### config.mk
export PLATFORM = sky130hd
export DESIGN_NAME = fp_issue
export DESIGN_NICKNAME = d
export VERILOG_FILES = /design/src/rtl/fp_issue.sv
export SDC_FILE = /design/constraint.sdc
export NUM_CORES = 1
export LEC_CHECK = 0
export BUFFER_PORTS_ARGS = -buffer_cell sky130_fd_sc_hd__buf_2
export CAP_MARGIN = 15
export CORE_MARGIN = 3
export CORE_UTILIZATION = 43
export DETAILED_ROUTE_END_ITERATION = 12
export GPL_TIMING_DRIVEN = 0
export PLACE_DENSITY = 0.84
export SYNTH_ARGS = -nofsm -noshare
export SYNTH_HDL_FRONTEND = slang
export SYNTH_SLANG_ARGS = --single-unit
### constraint.sdc
create_clock -name clk -period 3.5 [get_ports clk]
set_clock_uncertainty 0.1 [all_clocks]
set_input_delay 0.175 -clock clk [delete_from_list [all_inputs] [get_ports clk]]
set_output_delay 0.175 -clock clk [all_outputs]
set_load 0.01 [all_outputs]
### src/rtl/fp_issue.sv
// fp_issue: single-outstanding issue stage between the core and an FP
// execute unit. It accepts one operation, resolves the dynamic rounding mode,
// issues it with a one-cycle strobe, waits for the result (bounded by
// TIMEOUT), returns a tagged response and accrues sticky exception flags.
//
// Ports
//   clk, rst_n                  clock, async active-low reset
//   req_*                       core request (valid/ready, operands, op, fmt, rm, tag)
//   frm                         dynamic rounding mode (used when req_rm == 3'b111)
//   exe_enable, exe_*           issue strobe and held operands to the execute unit
//   exe_result/flags/ready      execute-unit response
//   rsp_*                       response to the core (valid/ready handshake)
//   fflags, fflags_clr          sticky accrued flags and their clear

package fp_issue_pkg;
    localparam int FP_OP_W = 8;
    typedef logic [FP_OP_W-1:0] fp_operation_type;   // one-hot
    localparam fp_operation_type FP_OP_FADD  = 8'h01;
    localparam fp_operation_type FP_OP_FSUB  = 8'h02;
    localparam fp_operation_type FP_OP_FMUL  = 8'h04;
    localparam fp_operation_type FP_OP_FDIV  = 8'h08;
    localparam fp_operation_type FP_OP_FSQRT = 8'h10;
    localparam fp_operation_type FP_OP_FSGNJ = 8'h20;
    localparam fp_operation_type FP_OP_FMNMX = 8'h40;
    localparam fp_operation_type FP_OP_FCVT  = 8'h80;
endpackage

module fp_issue
    import fp_issue_pkg::*;
#(
    parameter int TIMEOUT = 63     // WAIT cycles before abandoning (1..64)
) (
    input  logic             clk,
    input  logic             rst_n,
    input  logic             req_valid,
    output logic             req_ready,
    input  logic [31:0]      req_data1,
    input  logic [31:0]      req_data2,
    input  logic [31:0]      req_data3,
    input  fp_operation_type req_op,
    input  logic [1:0]       req_fmt,
    input  logic [2:0]       req_rm,
    input  logic [4:0]       req_tag,
    input  logic [2:0]       frm,
    output logic             exe_enable,
    output logic [31:0]      exe_data1,
    output logic [31:0]      exe_data2,
    output logic [31:0]      exe_data3,
    output fp_operation_type exe_op,
    output logic [1:0]       exe_fmt,
    output logic [2:0]       exe_rm,
    input  logic [31:0]      exe_result,
    input  logic [4:0]       exe_flags,
    input  logic             exe_ready,
    output logic             rsp_valid,
    input  logic             rsp_ready,
    output logic [31:0]      rsp_result,
    output logic [4:0]       rsp_flags,
    output logic [4:0]       rsp_tag,
    output logic             rsp_illegal,
    output logic             rsp_timeout,
    output logic [4:0]       fflags,
    input  logic             fflags_clr
);

    typedef enum logic [1:0] {S_IDLE, S_ISSUE, S_WAIT, S_RESP} state_t;

    typedef struct packed {
        logic [31:0]      d1, d2, d3;
        fp_operation_type op;
        logic [1:0]       fmt;
        logic [2:0]       rm;
        logic [4:0]       tag;
    } req_t;

    typedef struct packed {
        logic [31:0] result;
        logic [4:0]  flags;
        logic        illegal;
        logic        timeout;
    } rsp_t;

    state_t      state, state_nxt;
    req_t        hold_q;
    rsp_t        rsp_q;
    logic [5:0]  wait_cnt;
    logic [4:0]  fflags_q;
    logic [2:0]  rm_res;
    logic        rm_bad, accept, wait_lim, rsp_hs, exe_cap;

    assign rm_res   = (req_rm == 3'b111) ? frm : req_rm;
    assign rm_bad   = (rm_res == 3'd5) || (rm_res == 3'd6);
    assign accept   = (state == S_IDLE) && req_valid;
    // Counter holds (cycles spent in WAIT - 1), so the limit cycle is the TIMEOUT-th.
    assign wait_lim = (wait_cnt == 6'(TIMEOUT - 1));
    assign rsp_hs   = (state == S_RESP) && rsp_ready;
    assign exe_cap  = ((state == S_ISSUE) || (state == S_WAIT)) && exe_ready;

    // state register
    always_ff @(posedge clk or negedge rst_n) begin
        if (!rst_n) state <= S_IDLE;
        else        state <= state_nxt;
    end

    // next state
    always_comb begin
        state_nxt = state;
        case (state)
            S_IDLE:  if (req_valid) state_nxt = rm_bad ? S_RESP : S_ISSUE;
            S_ISSUE: state_nxt = exe_ready ? S_RESP : S_WAIT;
            S_WAIT:  if (exe_ready || wait_lim) state_nxt = S_RESP;
            S_RESP:  if (rsp_ready) state_nxt = S_IDLE;
            default: state_nxt = S_IDLE;
        endcase
    end

    // outputs
    always_comb begin
        req_ready   = 1'b0;
        exe_enable  = 1'b0;
        exe_data1   = '0;
        exe_data2   = '0;
        exe_data3   = '0;
        exe_op      = '0;
        exe_fmt     = '0;
        exe_rm      = '0;
        rsp_valid   = 1'b0;
        rsp_result  = '0;
        rsp_flags   = '0;
        rsp_tag     = '0;
        rsp_illegal = 1'b0;
        rsp_timeout = 1'b0;
        case (state)
            S_IDLE: req_ready = 1'b1;
            S_ISSUE, S_WAIT: begin
                exe_enable = (state == S_ISSUE);
                exe_data1  = hold_q.d1;
                exe_data2  = hold_q.d2;
                exe_data3  = hold_q.d3;
                exe_op     = hold_q.op;
                exe_fmt    = hold_q.fmt;
                exe_rm     = hold_q.rm;
            end
            S_RESP: begin
                rsp_valid   = 1'b1;
                rsp_result  = rsp_q.result;
                rsp_flags   = rsp_q.flags;
                rsp_tag     = hold_q.tag;
                rsp_illegal = rsp_q.illegal;
                rsp_timeout = rsp_q.timeout;
            end
            default: ;
        endcase
    end

    // datapath: held request, response capture, wait counter, sticky flags
    always_ff @(posedge clk or negedge rst_n) begin
        if (!rst_n) begin
            hold_q   <= '0;
            rsp_q    <= '0;
            wait_cnt <= '0;
            fflags_q <= '0;
        end else begin
            if (accept) begin
                hold_q.d1  <= req_data1;
                hold_q.d2  <= req_data2;
                hold_q.d3  <= req_data3;
                hold_q.op  <= req_op;
                hold_q.fmt <= req_fmt;
                hold_q.rm  <= rm_res;
                hold_q.tag <= req_tag;
                rsp_q      <= '0;
                rsp_q.illegal <= rm_bad;
            end

            if (state == S_ISSUE)     wait_cnt <= '0;
            else if (state == S_WAIT) wait_cnt <= wait_cnt + 6'd1;

            // a ready on the limit cycle wins over the timeout
            if (exe_cap) begin
                rsp_q.result  <= exe_result;
                rsp_q.flags   <= exe_flags;
                rsp_q.illegal <= 1'b0;
                rsp_q.timeout <= 1'b0;
            end else if ((state == S_WAIT) && wait_lim) begin
                rsp_q.result  <= '0;
                rsp_q.flags   <= '0;
                rsp_q.timeout <= 1'b1;
            end

            if (rsp_hs) begin
                rsp_q    <= '0;
                fflags_q <= (fflags_clr ? 5'd0 : fflags_q) | rsp_q.flags;
            end else if (fflags_clr) begin
                fflags_q <= '0;
            end
        end
    end

    assign fflags = fflags_q;

endmodule

==> results by group <==
Place
  • Placed cells: 1133
  • DP HPWL: 14810 µm
  • IO buf count: 320
  • RD Place Congestion: 0.7561
  • Pre-CTS setup slack: 0.8497 ns

Layout
  • Nets: 1253
  • Post-Layout Cell Count: 1320
  • Commonest non-fill, non-tap cell in the layout: buf_2
  • Commonest non-fill, non-tap cells in the layout: 331 x buf_2, 166 x dfrtp_1, 153 x and2_1, 153 x dlygate4sd3_1, 113 x mux2_2
  • Area added between synthesis and finish: 54.01%
  • Post-layout utilization of the core: between 60% and 70%
  • Fraction of layout cells with a size suffix above 1: 44.26%

STA
  • Tmin final: 2.949 ns
  • Final period util: 84.25%
  • Worst hold slack: 0.02332 ns
  • RSZ-0062 raised after global routing: false
  • FMAX: between 300 and 400 MHz
  • Final WS setup: 0.5513 ns
  • Max Slew Vio Count: 0
  • Actual slew at the worst max-slew pin: 0.6466 ns
  • Final setup viols: 0
  • Hold Fails Final Rpt: 0
  • Rel. slew slack: 56.89%

Clock network
  • Clock Sink Count: 166
  • Clk Latency, worst-skew pair: around 0.41 ns
  • Worst-case clock buffer depth: 2
  • CTS root buf: clkbuf_16
  • CTS tree: built
  • CTS buffer count: 17
  • Setup bufs post-CTS: 0
  • Cts repair resizes: 0
  • Clock Pin Slew Worst Setup and Hold Paths: 0.06 ns
  • CTS HTree Levels: 4

Detailed routing
  • Met2 Wirelength: between 10000 and 15000 µm
  • ANT nets after route: 0
  • Highest Signal Layer: met4
  • DR vias/cell: 4.885
  • DRT Pass-1 Iters: 4
  • # DRC: 0
  • DRT iter0 DRCs: 248
  • Routed length on met3: 1922 µm
  • Via count: 6448
  • Post-DR wirelength/cell: between 15 and 20 µm
  • Drt total wl: 23520 µm
  • M1 WL: 8996 µm

Synthesis
  • Syn_area_per_cell: 12.57 µm²
  • Synth area leader: dfrtp_1
  • Synth Area in Simple Gates: 14.98%
  • Register area share after synthesis: 55.81%
  • Synth Area in Compound Gates: under 10%
  • Combinational family with the most area after synthesis: multiplexers
  • Yosys top cell area share: ~56%
  • Yosys warnings: 0
  • Area share of fa/ha/maj cells after synthesis: 1.345%
  • Synthesized flop and latch total: 166
  • Distinct cells, synth: 32
  • Post-Synth XOR/XNOR Area: less than 1%
  • Multiplexer share of the synthesized area: 17.36%
  • Synthesized net count: 760
  • Synth area leaders: dfrtp_1 56%, mux2_2 17%, and2_1 13%, a22o_1 4.4%, ha_1 1.3%
  • Syn Inst Count: about 590
  • Mapped Area: 7443 µm²

Global route
  • All-Layer GR Usage: 24.83%
  • Overflow after GRT: 0
  • Largest net degree at the start of global routing: 86
  • Initial antenna violation count: 2
  • Number of global-route vias before repair: a little over 7k
  • First-pass GRT wire length: 36090 µm

Setup path
  • Most frequent CP cell: clkbuf_1
  • Critical path's largest stage delay: 0.53 ns
  • Ordered list of cells on the worst path: inv_1 -> ha_1 -> clkbuf_1 -> clkbuf_1 -> and2_1 -> buf_2
  • R2r startpoint: state[1]$_DFFE_PN0P_
  • Startpoint type of the worst setup path: register
  • Crit path kind: reg -> out
  • Slowest CP cell: clkbuf_1
  • Worst R2R End: hold_q[61]$_DFFE_PN0P_
  • Crit end category: primary output
  • R2r worst-path depth: 6
  • Worst EP arrival: around 2.7 ns
  • Worst R2R Setup Slack: ~0.98 ns
  • CP required: 3.22 ns
  • Crit-path max FO: 10

Floorplanning
  • I/O pin total: 321
  • Die boundary width: between 100 and 150 µm
  • Die area: 18930 µm²
  • Die Ht: 137.6 µm
  • # rows: between 40 and 50
  • Core Region: 16760 µm²
  • Initial Util: 44.41%

Worst hold path
  • Worst hold endpoint: hold_q[7]$_DFFE_PN0P_
  • Hold Startpoint: frm[2]
  • Worst Hold Class: in -> reg
  • Hold path depth: 3

Power
  • Leakage: 5.784 nW
  • Total power: 10.44 mW
  • Peak supply drop: 0.0005835 V
  • Power per cell area: 911.1 nW/µm²

Status
  • Status: complete, no violations

Job
  • Maximum Capacitance Violations: 0
-- cell families after synthesis --
| family | after synthesis |
|---|---|
| and+or+nand+nor | 184 |
| xor gates and xnor gates | 3 |
| AOI/OAI and AO/OA | 64 |
| muxes | 115 |
| adders and majority gates | 8 |
| buffers and inverters | 52 |
| DFF | 166 |
-- layer usage --
layer,GRT usage [%],up-vias
li1,-,3001
met1,27.80,3101
met2,43.55,292
met3,7.378,54
met4,11.09,0
met5,0,-
-- repair_timing --
| item | 4_1_cts | 5_1_grt |
|---|---|---|
| endpoints found under the setup margin | 0 | 0 |
| hold buffers | 153 | 0 |
| hold endpoints to repair | 237 | 0 |
-- worst max-delay path by stage --
stage,endpoint,depth (start not counted),slack (ns),from
after floorplan,hold_q[60]$_DFFE_PN0P_,6,1.56,state[0]$_DFFE_PN0P_
after global placement,hold_q[98]$_DFFE_PN0P_,1,-0.40,rst_n
after detailed placement,exe_data2[10],6,0.85,state[1]$_DFFE_PN0P_
after CTS,exe_data2[10],6,0.38,state[1]$_DFFE_PN0P_
after global routing,exe_data2[10],6,0.26,state[1]$_DFFE_PN0P_
final,exe_data2[10],6,0.55,state[1]$_DFFE_PN0P_
-- flip-flops by register name, indices dropped and copies added (netlist names) --
register  cells
hold_q      114
rsp_q        39
wait_cnt      6
fflags        5
state         2
-- power by group --
group	switching [mW]	total, mW	leakage [nW]	internal [mW]
clock	0.773	1.81	0.275	1.04
sequential	0.476	3.30	2.03	2.82
combinational	2.75	5.34	3.48	2.58
total	4.00	10.4	5.78	6.44
-- metrics by stage --
stage               instance area (µm²)  setup TNS [ns]
floorplan                          7443               0
global placement                   9320          -64.42
detailed placement                 9358               0
CTS                               11460               0
global route                      11460               0
finish                            11460               0
-- layout make-up --
class                   instances  area [µm²]
fillers                      1135        5296
repair buffers                474        3171
plain buffers                  39       232.7
well taps                     220       275.3
clock buffers                  21       470.5
inverters                      13       48.80
multi-input cells             374        3008
flip-flops and latches        166        4154
diodes                          2       5.005
clock inverters                11       98.84
-- cells in the mapped netlist --
cell / n
dfrtp_1: 166
and2_1: 153
mux2_2: 113
a22o_1: 37
clkbuf_1: 21
nand2_1: 17
inv_1: 13
buf_2: 12
o21ai_0: 12
ha_1: 8
a21oi_1: 7
buf_12: 3
buf_6: 3
nor2_1: 3
o22ai_1: 3
a31oi_1: 2
mux2i_1: 2
nand2b_1: 2
xor2_1: 2
a211oi_1: 1
a21o_1: 1
a221oi_1: 1
and2_4: 1
and3_1: 1
and3b_1: 1
and4_1: 1
nand2b_4: 1
nand3_1: 1
nand4_1: 1
nor2_2: 1
or3_1: 1
xnor2_1: 1
-- critical path: cells and delay by family, from the launching register on --
kind / cells / cell delay, ns
DFF: 1 / 0.43
buffers and inverters: 4 / 1.23
and+or+nand+nor: 1 / 0.27
adders and majority gates: 1 / 0.33
No activity file was read; power rests on OpenSTA's default activity.
